<file path="src/rtl/shot_responder.sv">
// shot_responder: defender-side end of the shot exchange.
//
// Holds the local GRID x GRID ship map (4-bit ship id plus a "shot" bit per
// cell). The ship-placement logic writes it, and incoming shots are looked
// up in it. For each shot the block returns a 2-bit result code. It also
// tracks the remaining cells of each ship and flags defeat.
//
// Ports:
//   clk, rst        system clock, synchronous active-high reset
//   place_we        placement write strobe (honoured in IDLE only)
//   place_addr      placement cell, row [7:4], col [3:0]
//   place_id        ship id to store (1..N_SHIPS)
//   place_clear     start-new-game request, wipes the map (IDLE only)
//   shot_valid      incoming shot address valid
//   shot_addr       incoming shot, row [7:4], col [3:0]
//   shot_ready      a shot can be accepted this cycle
//   result_valid    result code valid, held until result_ready
//   result          00 none, 01 miss, 10 hit, 11 sunk
//   result_ready    consumer takes the result
//   cells_left      unhit ship cells remaining
//   all_sunk        every placed ship cell has been hit (sticky)
//   busy            clear sequence in progress
module shot_responder #(
  parameter int unsigned GRID    = 10,
  parameter int unsigned N_SHIPS = 5
) (
  input  logic       clk,
  input  logic       rst,
  input  logic       place_we,
  input  logic [7:0] place_addr,
  input  logic [3:0] place_id,
  input  logic       place_clear,
  input  logic       shot_valid,
  input  logic [7:0] shot_addr,
  output logic       shot_ready,
  output logic       result_valid,
  output logic [1:0] result,
  input  logic       result_ready,
  output logic [6:0] cells_left,
  output logic       all_sunk,
  output logic       busy
);

  localparam int unsigned CELLS = GRID * GRID;
  localparam int unsigned IDXW  = $clog2(CELLS);

  localparam logic [3:0]      GRID_L    = 4'(GRID);
  localparam logic [3:0]      MAX_ID    = 4'(N_SHIPS);
  localparam logic [IDXW-1:0] LAST_IDX  = IDXW'(CELLS - 1);
  localparam logic [6:0]      CELLS_MAX = 7'(CELLS);

  localparam logic [1:0] RES_MISS = 2'b01;
  localparam logic [1:0] RES_HIT  = 2'b10;
  localparam logic [1:0] RES_SUNK = 2'b11;

  typedef enum logic [2:0] {
    CLEAR,
    IDLE,
    LOOKUP,
    EVAL,
    REPLY
  } state_t;

  function automatic logic addr_ok(input logic [7:0] a);
    return (a[7:4] < GRID_L) && (a[3:0] < GRID_L);
  endfunction

  // Only meaningful when addr_ok() holds; wraps silently otherwise.
  function automatic logic [IDXW-1:0] cell_idx(input logic [7:0] a);
    return IDXW'(a[7:4]) * IDXW'(GRID) + IDXW'(a[3:0]);
  endfunction

  state_t          state;
  logic [IDXW-1:0] clr_idx;
  logic [3:0]      map_id   [CELLS];
  logic            map_shot [CELLS];
  logic [6:0]      ship_len [16];
  logic            armed;

  logic [IDXW-1:0] shot_idx;
  logic [3:0]      rd_id;
  logic            rd_shot;

  logic [IDXW-1:0] place_idx;
  logic            place_ok;

  assign busy       = (state == CLEAR);
  assign shot_ready = (state == IDLE) && !place_we && !place_clear;

  // The occupancy check reads the map directly, so a placement completes
  // in one cycle without a read-modify-write pass.
  assign place_idx = cell_idx(place_addr);
  assign place_ok  = addr_ok(place_addr) &&
                     (map_id[place_idx] == 4'd0) &&
                     (place_id != 4'd0) && (place_id <= MAX_ID);

  always_ff @(posedge clk) begin
    if (rst) begin
      state        <= CLEAR;
      clr_idx      <= '0;
      result_valid <= 1'b0;
      result       <= '0;
      cells_left   <= '0;
      all_sunk     <= 1'b0;
      armed        <= 1'b0;
      ship_len     <= '{default: '0};
    end else begin
      case (state)
        CLEAR: begin
          map_id[clr_idx]   <= '0;
          map_shot[clr_idx] <= 1'b0;
          if (clr_idx == LAST_IDX) begin
            clr_idx <= '0;
            state   <= IDLE;
          end else begin
            clr_idx <= clr_idx + 1'b1;
          end
        end

        IDLE: begin
          if (place_clear) begin
            state      <= CLEAR;
            clr_idx    <= '0;
            cells_left <= '0;
            all_sunk   <= 1'b0;
            armed      <= 1'b0;
            ship_len   <= '{default: '0};
          end else if (place_we) begin
            if (place_ok) begin
              map_id[place_idx] <= place_id;
              ship_len[place_id] <= ship_len[place_id] + 1'b1;
              if (cells_left < CELLS_MAX)
                cells_left <= cells_left + 1'b1;
              armed <= 1'b1;
            end
          end else if (shot_valid) begin
            shot_idx <= cell_idx(shot_addr);
            state    <= LOOKUP;
            // Invalid addresses are folded into "already shot" here so that
            // EVAL treats them as a plain miss with no state change.
            if (addr_ok(shot_addr)) begin
              rd_shot <= 1'b0;
            end else begin
              rd_shot <= 1'b1;
            end
          end
        end

        LOOKUP: begin
          if (!rd_shot) begin
            rd_id   <= map_id[shot_idx];
            rd_shot <= map_shot[shot_idx];
          end else begin
            rd_id <= '0;
          end
          state <= EVAL;
        end

        EVAL: begin
          result_valid <= 1'b1;
          state        <= REPLY;
          if (rd_shot) begin
            result <= RES_MISS;
          end else begin
            map_shot[shot_idx] <= 1'b1;
            if (rd_id == 4'd0) begin
              result <= RES_MISS;
            end else begin
              if (ship_len[rd_id] != 7'd0)
                ship_len[rd_id] <= ship_len[rd_id] - 1'b1;
              result <= (ship_len[rd_id] <= 7'd1) ? RES_SUNK : RES_HIT;
              if (cells_left != 7'd0) begin
                cells_left <= cells_left - 1'b1;
                if ((cells_left == 7'd1) && armed)
                  all_sunk <= 1'b1;
              end
            end
          end
        end

        REPLY: begin
          if (result_ready) begin
            result_valid <= 1'b0;
            result       <= '0;
            state        <= IDLE;
          end
        end

        default: state <= CLEAR;
      endcase
    end
  end

endmodule

</file>
<file path="config.mk">
export PLATFORM = sky130hd
export DESIGN_NAME = shot_responder
export DESIGN_NICKNAME = d
export VERILOG_FILES = /design/src/rtl/shot_responder.sv
export SDC_FILE = /design/constraint.sdc
export NUM_CORES = 1
export LEC_CHECK = 0
export BUFFER_PORTS_ARGS = -buffer_cell sky130_fd_sc_hd__buf_2
export CAP_MARGIN = 20
export CELL_PAD_IN_SITES_DETAIL_PLACEMENT = 0
export CELL_PAD_IN_SITES_GLOBAL_PLACEMENT = 2
export CORE_MARGIN = 3
export CORE_UTILIZATION = 42
export CTS_BUF_LIST = sky130_fd_sc_hd__clkbuf_16
export DETAILED_ROUTE_END_ITERATION = 8
export GPL_TIMING_DRIVEN = 0
export HOLD_SLACK_MARGIN = 0.1
export PLACE_DENSITY = 0.77
export SETUP_SLACK_MARGIN = 0.2
export SYNTH_ARGS = -nofsm -noshare
export SYNTH_HDL_FRONTEND = slang
export SYNTH_SLANG_ARGS = --single-unit
</file>
<file path="constraint.sdc">
create_clock -name clk -period 5.62 [get_ports clk]
set_input_delay 0.562 -clock clk [delete_from_list [all_inputs] [get_ports clk]]
set_output_delay 0.562 -clock clk [all_outputs]
set_load 0.005 [all_outputs]
</file>
==> flow_summary.toml, run 1 <==
[status]
run_status = "completed"

[sta]
slew_violations = 0
worstMarginPinSlew_ps = 1100
relSlewSlack_pct = 25.9
setup_violations = 0
finClkSkew_ps = 35.6
post-route-period-util_pct = 95.6
fin_crit_ps = 5370
hold_violations = 0
rsz0062_at_grt = "no"
worst_hold_slack_ps = 163
max_freq_mhz = 186

[logic_synthesis]
synth_xor_area_share_pct = 0.692
synth_area_leader_cell = "edfxtp_1"
synth_area_leaders = "edfxtp_1 47%, mux4_2 15%, dfxtp_1 8.7%, nor2_1 3.7%, a21oi_1 2.4%"
synth_seq_cells = 653
synthesis.area_um2 = 32600
syn_area_per_cell_um2 = 13.4
synth_cells = 2421
synth_top_family_by_area = "multiplexers"
ys_types = 93
yosysTopAreaCellShare_pct = 47.2
yosysSeqAreaShare_pct = 55.9
yosysMostFrequentCell = "edfxtp_1"
yosys_most_used_dff = "edfxtp_1"
synth_adder_area_share_pct = 1.05
synth_compound_area_share_pct = 10.0
synth_edf_count = 512
synth_mux_area_share_pct = 17.7
synth_commonest_cells = "512 x edfxtp_1, 319 x nor2_1, 224 x mux4_2"
yosysWarningCount = 0
synth-simple-area-share_pct = 11.4
synth-async-reset-ratio_pct = 0

[global_routing]
grt_usage_pct = 26.1
grt-ovfl-total = 0
antenna_found_initial = 0
grt_pass1_wl_um = 157000
grt_pass1_vias = 23300
grt_start_max_net_pins = 110

[clocking]
ctsHtreeMaxLevel = 3
cts_tree = "done"
cts_sinks = 653
cts_buffers = 75
holdBufCountCts = 0
clkTransAtPathRegs_ps = 60
clock_latency_ps = 640
cts_max_path_buffers = 3
cts_setup_buffers = 0
cts-root-buf = "clkbuf_16"

[place]
hpwlAfterDp_um = 77200
place_area_um2 = 34700
placed_cells = 3598
placement.io_buffers = 35
gp_congestion = 0.913

[power]
peakVddDrop_v = 0.000281
power.leakage_uw = 0.0119
finalPower_uw = 10300
p_per_area_nw_per_um2 = 279

[cells_and_area]
area_growth_pct = 13.7
drive_gt1_share_pct = 19.2
diodes = 0
final_util_pct = 48.5
final_cells = 3732
nets = 2696
fin_area_um2 = 37000
fillers = 6777
multi_input_comb_area_um2 = 13700
register_area_um2 = 18200

[die]
num_rows = 101
die_w_um = 284
fp.dieH_um = 284
start_util_pct = 42.7
io_pins = 39
dieArea_um2 = 80900
core_area_um2 = 76300

[drt]
drtIter0Drc = 2541
vias = 23200
drt-total-wl_um = 106000
firstDrtPassIters = 6
routedWlPerCell_um = 28.5
antenna_left = 0
drc = 0
vias_per_cell = 6.22

[setup_path]
crit_top_cell = "buf_2"
worstPathRequired_ps = 5960
path_cells = "buf_2 -> ha_1 -> fa_1 -> nand2b_1 -> clkbuf_1 -> nor2_1 -> a22o_1 -> nor4_1 -> o21bai_1 -> or4_1 -> clkbuf_2 -> and4_1 -> buf_2 -> buf_4 -> a21oi_1 -> buf_2 -> nor2_1"
cpPeakStageDelay_ps = 610
end_kind = "register"
startpoint_type = "input pin"
critical_path.max_fanout = 10
worstSetupPathType = "input pin to register"
cp_num_buf_inv = 6
cp.arrival_ps = 5710
cpMaxStageDelayCell = "fa_1"
critical_path.top_delay_family = "simple AND/OR/NAND/NOR gates"

[flow_run]
max-cap-violations = 0

[min_path]
hold_class = "input pin to register"
-- through the flow --
stage                     setup slack [ps]  setup TNS [ps]
after CTS                              398               0
final                                  249               0
after detailed placement              -559         -234730
after global routing                   202               0
after global placement               -6480        -2102630
after floorplan                       -254          -76350
-- cell families (layout without fill, tap and decap cells) --
kind of cell	count (synthesis)	in the layout
buffers and inverters	217	399
DFF	653	653
muxes	270	270
and+or+nand+nor	757	757
other	1	100
adders and majority gates	25	25
AOI/OAI and AO/OA	474	474
xor gates and xnor gates	24	24
-- worst paths after layout --
kind / startpoint / end / slack (ps) / depth (start not counted)
max: place_addr[1] / map_id[79][0]$_DFFE_PP_ / 250 / 17
min: shot_addr[0] / shot_idx[0]$_DFFE_PP_ / 160 / 1
max reg2reg: rd_id[1]$_SDFFCE_PP0P_ / ship_len[95]$_SDFFE_PP0P_ / 640 / 12
min reg2reg: all_sunk$_SDFFE_PP0P_ / all_sunk$_SDFFE_PP0P_ / 470 / 1
-- state kept, by name (all words and copies together) (netlist names), named ones only --
register / count
shot_idx: 7
cells_left: 7
ship_len: 112
map_id: 400
clr_idx: 7
rd_id: 4
armed: 1
map_shot: 100
all_sunk: 1
state: 3
result_valid: 1
rd_shot: 1
result: 2
-- cell usage in the layout, fill, tap and decap left out, types with 15 or more instances in the layout --
cell / count
o21ai_0: 38
and2_1: 15
buf_1: 19
clkbuf_16: 76
a211oi_1: 36
mux4_2: 224
conb_1: 100
nand2_1: 90
clkbuf_1: 91
edfxtp_1: 512
nor2_1: 316
nand3_1: 26
buf_4: 16
buf_2: 78
a21oi_1: 155
a311oi_1: 30
nor4_1: 75
nand2b_1: 33
mux2i_1: 21
a22oi_1: 101
nor3_1: 61
clkinv_1: 16
dfxtp_1: 141
or4_1: 22
inv_1: 44
ha_1: 21
and3_1: 38
-- routing by layer --
layer	vias to the layer above	track usage [%]	share of wire [%]
met5	-	0	0
met4	0	7.75	3.0
met3	200	3.87	7.5
met2	1084	42.2	47
met1	11900	36.7	42
li1	10000	-	-
-- worst register-to-register path, stage by stage (launching register included) --
cell and delay, ps:
edfxtp_1 330, buf_6 170, buf_2 460, mux4_2 610, mux2i_1 300, mux2_4 300, clkbuf_1 570, ha_1 430
nand2_1 110, xnor2_1 500, clkbuf_1 550, a22oi_1 280, a311oi_1 310
-- final cells by class --
class,instances,share of cell area (%)
buffer,185,2.49
clock buffer,76,5.14
clock inverter,58,1.14
inverter,32,0.324
multi-input combinational,1650,37.1
sequential,653,49.2
tap,1030,3.48
timing repair buffer,48,1.15
-- where the power goes --
group          leakage [uW]  switching, uW  internal, uW  total, uW
Clock               0.00119           2050          2610       4660
Sequential          0.00597           4.87          5160       5170
Combinational       0.00477            366           136        503
Total                0.0119           2420          7910      10300
-- repair_timing --
item	4_1_cts	5_1_grt
setup endpoints to repair	81	67
cloned	0	0
gates resized for setup	1	3
hold endpoints to repair	0	0
No activity file was read; power rests on OpenSTA's default activity.
==> run 2, diff against run 1 <==
Settings changed: CORE_ASPECT_RATIO from default to 0.9.
==> flow_summary.toml, run 2 (same netlist as run 1, synthesis figures left out) <==
[status]
run_status = "completed"

[clocking]
holdBufCountCts = 0
cts_sinks = 653
clock_latency_ps = 630
cts-root-buf = "clkbuf_16"
cts_buffers = 72
ctsHtreeMaxLevel = 3
cts_tree = "done"
clkTransAtPathRegs_ps = 60
cts_max_path_buffers = 3

[global_routing]
grt_usage_pct = 26.1
grt_pass1_vias = 23000
antenna_found_initial = 5
grt-ovfl-total = 0
grt_pass1_wl_um = 156000
grt_start_max_net_pins = 110

[sta]
max_freq_mhz = 188
rsz0062_at_grt = "no"
fin_crit_ps = 5310
setup_violations = 0
fin_tns_setup_ps = 0
worst_slack_ps = 309
hold_violations = 0
worstMarginPinSlew_ps = 1280
relSlewSlack_pct = 14.4
finClkSkew_ps = 27.1
slew_violations = 0
post-route-period-util_pct = 94.5

[drt]
vias_per_cell = 6.26
drt-total-wl_um = 107000
vias = 23400
drtIter0Drc = 3038
firstDrtPassIters = 6
drc = 0
routedWlPerCell_um = 28.5
antenna_left = 0

[cells_and_area]
largest_reg_flops = 400
final_common_cell = "edfxtp_1"
nets = 2698
drive_gt1_share_pct = 19.1
area_growth_pct = 13.7
largest_register = "map_id"
final_cell_mix = "512 x edfxtp_1, 316 x nor2_1, 224 x mux4_2"
reg_top3 = "map_id (400), ship_len (112), map_shot (100)"

[place]
gp_congestion = 0.949
hpwlAfterDp_um = 76900
post-place-ws_ps = -516
placement.io_buffers = 35

[die]
io_pins = 39
dieArea_um2 = 80900
num_rows = 96
core_area_um2 = 76500
start_util_pct = 42.6
die_w_um = 299
fp.dieH_um = 270

[power]
clock_power_share_pct = 45.0
switchingPower_uw = 2370
comb_power_share_pct = 4.9
finalPower_uw = 10300
peakVddDrop_v = 0.000248
p_int_uw = 7930
power_frac_seq_pct = 50.2
power.leakage_uw = 0.0119
p_sw_share_pct = 23.0
p_per_area_nw_per_um2 = 278

[setup_path]
crit_start = "place_addr[1]"
reg2reg_slack_ps = 680
end_kind = "register"
startpoint_type = "input pin"
worstSetupPathType = "input pin to register"
rr_worst_depth = 14
crit_path_end = "map_id[71][2]$_DFFE_PP_"
cp.arrival_ps = 5650
critical_path.max_fanout = 10
r2r-start = "rd_id[1]$_SDFFCE_PP0P_"
worstPathRequired_ps = 5950
reg2reg_to = "ship_len[97]$_SDFFE_PP0P_"

[min_path]
hold_class = "input pin to register"
min-delay-start = "shot_addr[0]"
min_path_cells = 1

[flow_run]
max-cap-violations = 0
==> run 2: changes by cell type in the layout (fill, tap and decap cells not counted), moves of 2 or more <==
| cell | before | now |
|---|---|---|
| clkinv_1 | 16 | 23 |
| clkinv_2 | 12 | 6 |
| buf_4 | 16 | 20 |
| diode_2 | 0 | 4 |
| bufinv_16 | 3 | 5 |
| clkbuf_16 | 76 | 74 |
| nor2_2 | 1 | 3 |
| nor3b_1 | 9 | 11 |
| nor3b_2 | 3 | 1 |
==> run 2: worst max-delay path, cell delays in order <==
cell and delay [ps]:
buf_2 170, ha_1 240, fa_1 560, nand2b_1 120, clkbuf_1 440, nor2_1 290
a22o_1 270, nor4_1 480, o21bai_1 150, or4_1 590, clkbuf_2 230, and4_1 210
buf_2 150, buf_4 190, a21oi_1 250, buf_2 520, nor2_1 220
==> run 2: worst min-delay path by stage <==
stage,end,slack [ps]
4_1_cts,shot_idx[0]$_DFFE_PP_,150
2_1_floorplan,ship_len[105]$_SDFFE_PP0P_,440
6_report,shot_idx[0]$_DFFE_PP_,160
3_3_place_gp,all_sunk$_SDFFE_PP0P_,450
3_5_place_dp,all_sunk$_SDFFE_PP0P_,460
5_1_grt,shot_idx[0]$_DFFE_PP_,140
==> run 2: what timing repair did <==
item / in CTS / in global routing
pin swaps: 2 / 0
cloned: 2 / 0
setup endpoints to repair: 105 / 256
resized for setup: 0 / 3
setup buffers: 4 / 0
==> run 2: power by group through the flow <==
stage / sequential [uW] / combinational [uW] / clock, uW
after floorplan: 5270 / 284 / 0
after global placement: 5270 / 483 / 0
after detailed placement: 5270 / 483 / 0
after CTS: 5170 / 488 / 4700
after global routing: 5170 / 530 / 4900
final: 5170 / 502 / 4630
==> run 2: metal layers <==
| layer | part of all wire [%] | global-route usage (%) |
|---|---|---|
| met4 | 2.7 | 7.03 |
| met5 | 0 | 0 |
| met3 | 9.7 | 5.62 |
| met2 | 45 | 39.7 |
| met1 | 43 | 38.2 |
==> run 2: final cells by class <==
class	instances	area (um^2)
Multi-Input combinational cell	1652	13700
Fill cell	6731	39500
Clock buffer	74	1850
Inverter	32	120
Buffer	185	922
Antenna cell	4	10.0
Tap cell	1029	1290
Sequential cell	653	18200
Clock inverter	60	453
Timing Repair Buffer	51	439
==> run 2: through the flow <==
| step | std cells | utilization, % | hold WS (ps) | cell area, um^2 |
|---|---|---|---|---|
| floorplan | 2520 | - | 443 | 32900 |
| global placement | 3584 | 45.0 | 448 | 34400 |
| detailed placement | 3595 | 45.3 | 459 | 34600 |
| CTS | 3735 | 48.4 | 146 | 37000 |
| global route | 3736 | 48.4 | 142 | 37000 |
| finish | 3740 | 48.4 | 162 | 37000 |
